<file path="config.mk">
export PLATFORM = sky130hd
export DESIGN_NAME = button_pulser
export DESIGN_NICKNAME = d
export VERILOG_FILES = /design/src/rtl/button_pulser.sv
export SDC_FILE = /design/constraint.sdc
export NUM_CORES = 1
export LEC_CHECK = 0
export ABC_AREA = 1
export BUFFER_PORTS_ARGS = -buffer_cell sky130_fd_sc_hd__buf_2
export CORE_MARGIN = 3
export CORE_UTILIZATION = 63
export CTS_BUF_LIST = sky130_fd_sc_hd__clkbuf_4 sky130_fd_sc_hd__clkbuf_8
export DETAILED_ROUTE_END_ITERATION = 7
export PLACE_DENSITY = 0.85
export SYNTH_ARGS = -nofsm -noshare
export SYNTH_HDL_FRONTEND = slang
export SYNTH_SLANG_ARGS = --single-unit
export TNS_END_PERCENT = 5
</file>
<file path="constraint.sdc">
create_clock -name clk -period 3 [get_ports clk]
set_input_delay 0.9 -clock clk [delete_from_list [all_inputs] [get_ports clk]]
set_output_delay 0.9 -clock clk [all_outputs]
set_load 0.05 [all_outputs]
</file>
<file path="src/rtl/button_pulser.sv">
// button_pulser: synchronise, debounce and edge-detect two buttons into
// mutually exclusive one-cycle plus/minus pulses with optional hold-to-repeat.
module button_pulser #(
    parameter int DEBOUNCE_CYCLES = 1000000,
    parameter int REPEAT_DELAY    = 50000000,
    parameter int REPEAT_PERIOD   = 20000000,
    parameter int REPEAT_EN       = 1,
    parameter int CNT_W           = 26
) (
    input  logic clk,
    input  logic rst_n,
    input  logic btn_up,
    input  logic btn_down,
    output logic plus,
    output logic minus,
    output logic up_level,
    output logic down_level
);
    typedef enum logic [1:0] {IDLE, HOLD_DELAY, HOLD_REPEAT, HELD} state_t;

    localparam logic [CNT_W-1:0] DB_LAST  = CNT_W'(DEBOUNCE_CYCLES - 1);
    localparam logic [CNT_W-1:0] DLY_LAST = CNT_W'(REPEAT_DELAY - 1);
    localparam logic [CNT_W-1:0] PER_LAST = CNT_W'(REPEAT_PERIOD - 1);

    logic [1:0] raw, lvl, pulse;
    assign raw = {btn_down, btn_up};

    for (genvar i = 0; i < 2; i++) begin : g_ch
        logic [1:0] sync;
        logic [CNT_W-1:0] dcnt, rcnt, rcnt_nx;
        logic lv, p;
        state_t state, state_nx;

        always_ff @(posedge clk) begin
            if (!rst_n) begin
                sync  <= '0;
                dcnt  <= '0;
                lv    <= 1'b0;
                rcnt  <= '0;
                state <= IDLE;
            end else begin
                sync  <= {sync[0], raw[i]};
                state <= state_nx;
                rcnt  <= rcnt_nx;
                if (sync[1] == lv) begin
                    dcnt <= '0;
                end else if (dcnt == DB_LAST) begin
                    lv   <= ~lv;
                    dcnt <= '0;
                end else if (dcnt != '1) begin
                    dcnt <= dcnt + 1'b1;
                end
            end
        end

        // A debounced fall always wins over a repeat that is due on the same edge.
        always_comb begin
            state_nx = state;
            rcnt_nx  = (rcnt == '1) ? rcnt : rcnt + 1'b1;
            p        = 1'b0;
            case (state)
                IDLE: begin
                    rcnt_nx = '0;
                    if (lv) begin
                        p        = 1'b1;
                        state_nx = (REPEAT_EN != 0) ? HOLD_DELAY : HELD;
                    end
                end
                HOLD_DELAY: begin
                    if (!lv) begin
                        state_nx = IDLE;
                    end else if (rcnt == DLY_LAST) begin
                        p        = 1'b1;
                        rcnt_nx  = '0;
                        state_nx = HOLD_REPEAT;
                    end
                end
                HOLD_REPEAT: begin
                    if (!lv) begin
                        state_nx = IDLE;
                    end else if (rcnt == PER_LAST) begin
                        p       = 1'b1;
                        rcnt_nx = '0;
                    end
                end
                default: state_nx = lv ? HELD : IDLE;
            endcase
        end

        assign lvl[i]   = lv;
        assign pulse[i] = p;
    end

    // Levels are registered alongside the pulses so they line up with them.
    always_ff @(posedge clk) begin
        if (!rst_n) begin
            plus       <= 1'b0;
            minus      <= 1'b0;
            up_level   <= 1'b0;
            down_level <= 1'b0;
        end else begin
            plus       <= pulse[0] & ~lvl[1];
            minus      <= pulse[1] & ~lvl[0];
            up_level   <= lvl[0];
            down_level <= lvl[1];
        end
    end
endmodule

</file>
==> out/qor.csv <==
stage,metric,value,unit
outcome,status,finished clean,
power,Peak VDD IR,0.500,mV
timing,Tightest Pin Transition,0.812,ns
finish,most frequent cells in the layout,"nand2_1 (295), nor2_1 (197), inv_1 (165)",
cts,# hold bufs at CTS,0,
cts,CTS H-tree lvls,4,
cts,# clock sinks,118,
drt,WL per Instance,12.3,microns
drt,DRC,0,
worst_hold_path,Hold Path Class,reg -> reg,
synthesis,Mapped Area,6910,sq um
drt,Routed met2 length,7.06,mm
synthesis,Async SR Flop Fraction,0,
cts,CTS resizes,0,
setup_path,reg2reg start,g_ch[1].rcnt[0]$_SDFF_PN0_,
drt,routed wl met3,780,microns
cts,CTS Buffer Depth,2,
timing,post-layout min period,2.34,ns
setup_path,worst path required time,3.32,ns
setup_path,crit-path max FO,26,
floorplan,io pins,8,
setup_path,CP Capture Point,g_ch[1].rcnt[25]$_SDFF_PN0_,
place,routability cong.,0.957,
drt,vias,6628,
place,Placement Setup Slack,0.686,ns
setup_path,Crit Reg-Reg Endpoint,g_ch[1].rcnt[25]$_SDFF_PN0_,
timing,Slew headroom,0.457,
drt,WL met1,7.56,mm
global_routing,first-pass GRT wire length,27.7,mm
timing,Tcrit/Tclk final,0.780,
synthesis,sequential-to-total area share from yosys stat,0.342,
power,PD cells,431,nW/um^2
synthesis,number of synthesized register bits,118,
drt,WL final,15.7,mm
job,Max-Cap Viols,0,
synthesis,syn_nets,1120,
synthesis,Ys Warns,0,
timing,Fmax,427,MHz
drt,First-pass DRT Iterations,7,
cts,TritonCTS clock tree,done,
floorplan,die width,111,microns
synthesis,synthesized instance count,1104,
timing,setup violators final,0,
floorplan,Row Count,37,
global_routing,vias in the first global route,6282,
timing,RSZ-0062 raised after global routing,no,
cts,Skew-Pair Late Insertion Delay,0.45,ns
power,Lkg Pwr,3.09,nW
setup_path,Startpoint Class,register,
drt,top sig layer,met4,
timing,Clock Skew,0.0110,ns
cts,setup bufs post-CTS,0,
floorplan,Die Area,12300,sq um
timing,sum of negative setup slack,0,ns
drt,Starting DRT DRC Count,501,
timing,fin. max-slew vios,0,
setup_path,worst reg-to-reg setup slack,0.66,ns
cts,clock slew at reported path FFs,0.08,ns
timing,Final WS setup,0.659,ns
global_routing,all-layer global routing usage,0.268,
setup_path,kind of critical path,reg -> reg,
global_routing,initial antenna violation count,0,
synthesis,Synth cell types,39,
finish,P&R area growth vs syn,8.77,%
cts,CTS Buf Count,17,
global_routing,gr ovfl total,0,
global_routing,largest net degree at the start of global routing,27,
floorplan,Core Area,10500,sq um
synthesis,top_reg_cell synth,dfxtp_1,
place,HPWL after detailed placement,11.4,mm
place,port bufs,7,
finish,"commonest non-fill, non-tap cell in the layout",nand2_1,
synthesis,count of flip-flops with a built-in enable after synthesis,0,
finish,Diodes inserted,0,
timing,Hold Slack,0.415,ns
setup_path,crit path from,g_ch[1].rcnt[0]$_SDFF_PN0_,
synthesis,syn_area_per_cell,6.25,sq um
drt,Via density,5.22,
finish,layout cell share with drive strength beyond 1,0.0802,
timing,Final Hold Violating Endpoints,0,
finish,nets,1137,
floorplan,starting density of the core,0.657,
setup_path,Worst setup EP type,register,
setup_path,Worst Path Arrival,2.66,ns
drt,Antenna Violating Nets Remaining,0,
setup_path,R2R cell count,8,
floorplan,Die Ht,111,microns
cts,CTS Root Buffer Type,clkbuf_8,
kinds of logic (layout without fill, tap and decap cells):
group / Yosys count / after routing / synth area share
compound gates: 69 / 69 / 0.0594
xor+xnor: 36 / 36 / 0.0457
fa+ha+maj: 12 / 12 / 0.0217
buf+inv: 189 / 219 / 0.106
flops: 118 / 118 / 0.342
simple gates: 680 / 680 / 0.425
cell usage after synthesis, types with 12 or more instances:
library cell,n,area (sq um)
nand4_1,28,175
nand3_1,95,475
o21ai_0,13,65.1
a31oi_1,12,75.1
ha_1,12,150
nand2_1,295,1110
xor2_1,27,236
or2_2,14,87.6
nor3_1,23,115
dfxtp_1,118,2360
nor2_1,197,739
a21oi_1,29,145
inv_1,165,619
critical path: stages (launching register included):
cell	delay, ns
dfxtp_1	0.43
ha_1	0.29
nand3_1	0.18
nor2_2	0.25
nand3_1	0.13
o21ai_1	0.26
nand3_1	0.14
nand2_2	0.42
nor2_1	0.10
worst min path at each step:
stage               cells after the start                  startpoint  slack, ns                         end
floorplan                               2  g_ch[0].sync[0]$_SDFF_PN0_       0.39  g_ch[0].sync[1]$_SDFF_PN0_
global placement                        2  g_ch[0].sync[0]$_SDFF_PN0_       0.40  g_ch[0].sync[1]$_SDFF_PN0_
detailed placement                      2  g_ch[0].sync[0]$_SDFF_PN0_       0.40  g_ch[0].sync[1]$_SDFF_PN0_
CTS                                     2  g_ch[0].sync[0]$_SDFF_PN0_       0.42  g_ch[0].sync[1]$_SDFF_PN0_
global route                            2  g_ch[0].sync[0]$_SDFF_PN0_       0.44  g_ch[0].sync[1]$_SDFF_PN0_
finish                                  2  g_ch[0].sync[0]$_SDFF_PN0_       0.42  g_ch[0].sync[1]$_SDFF_PN0_
sequential cells by signal, summed over array words and instances (netlist names):
register / flops
g_ch.rcnt: 52
up_level: 1
g_ch.sync: 4
plus: 1
g_ch.dcnt: 52
down_level: 1
minus: 1
g_ch.lv: 2
g_ch.state: 4
cell type report:
type / count / area [sq um]
multi-input combinational: 797 / 3810
fill: 912 / 3000
sequential: 118 / 2360
inverter: 175 / 659
clock buffer: 17 / 234
clock inverter: 15 / 201
tap: 136 / 170
timing repair buffer: 12 / 72.6
report_power, final:
part / leakage, nW / internal, W / switching (W)
clock: 0.213 / 0.000908 / 0.000704
combinational: 1.92 / 0.0000143 / 0.0000337
sequential: 0.951 / 0.00157 / 0.00000436
stage by stage:
stage / area, sq um / total power, W / instances / util
after floorplan: 6910 / 0.00165 / 1104 / -
after global placement: 7080 / 0.00166 / 1238 / 0.673
after detailed placement: 7080 / 0.00166 / 1238 / 0.673
after CTS: 7510 / 0.00326 / 1270 / 0.715
after global routing: 7510 / 0.00334 / 1270 / 0.715
final: 7510 / 0.00324 / 1270 / 0.715
metal layers:
metal / global-route usage / vias up
met1: 0.356 / 2949
met3: 0.0666 / 27
met2: 0.425 / 164
met5: 0 / -
li1: - / 3488
met4: 0.0952 / 0
(Power assumes the default switching activity.)
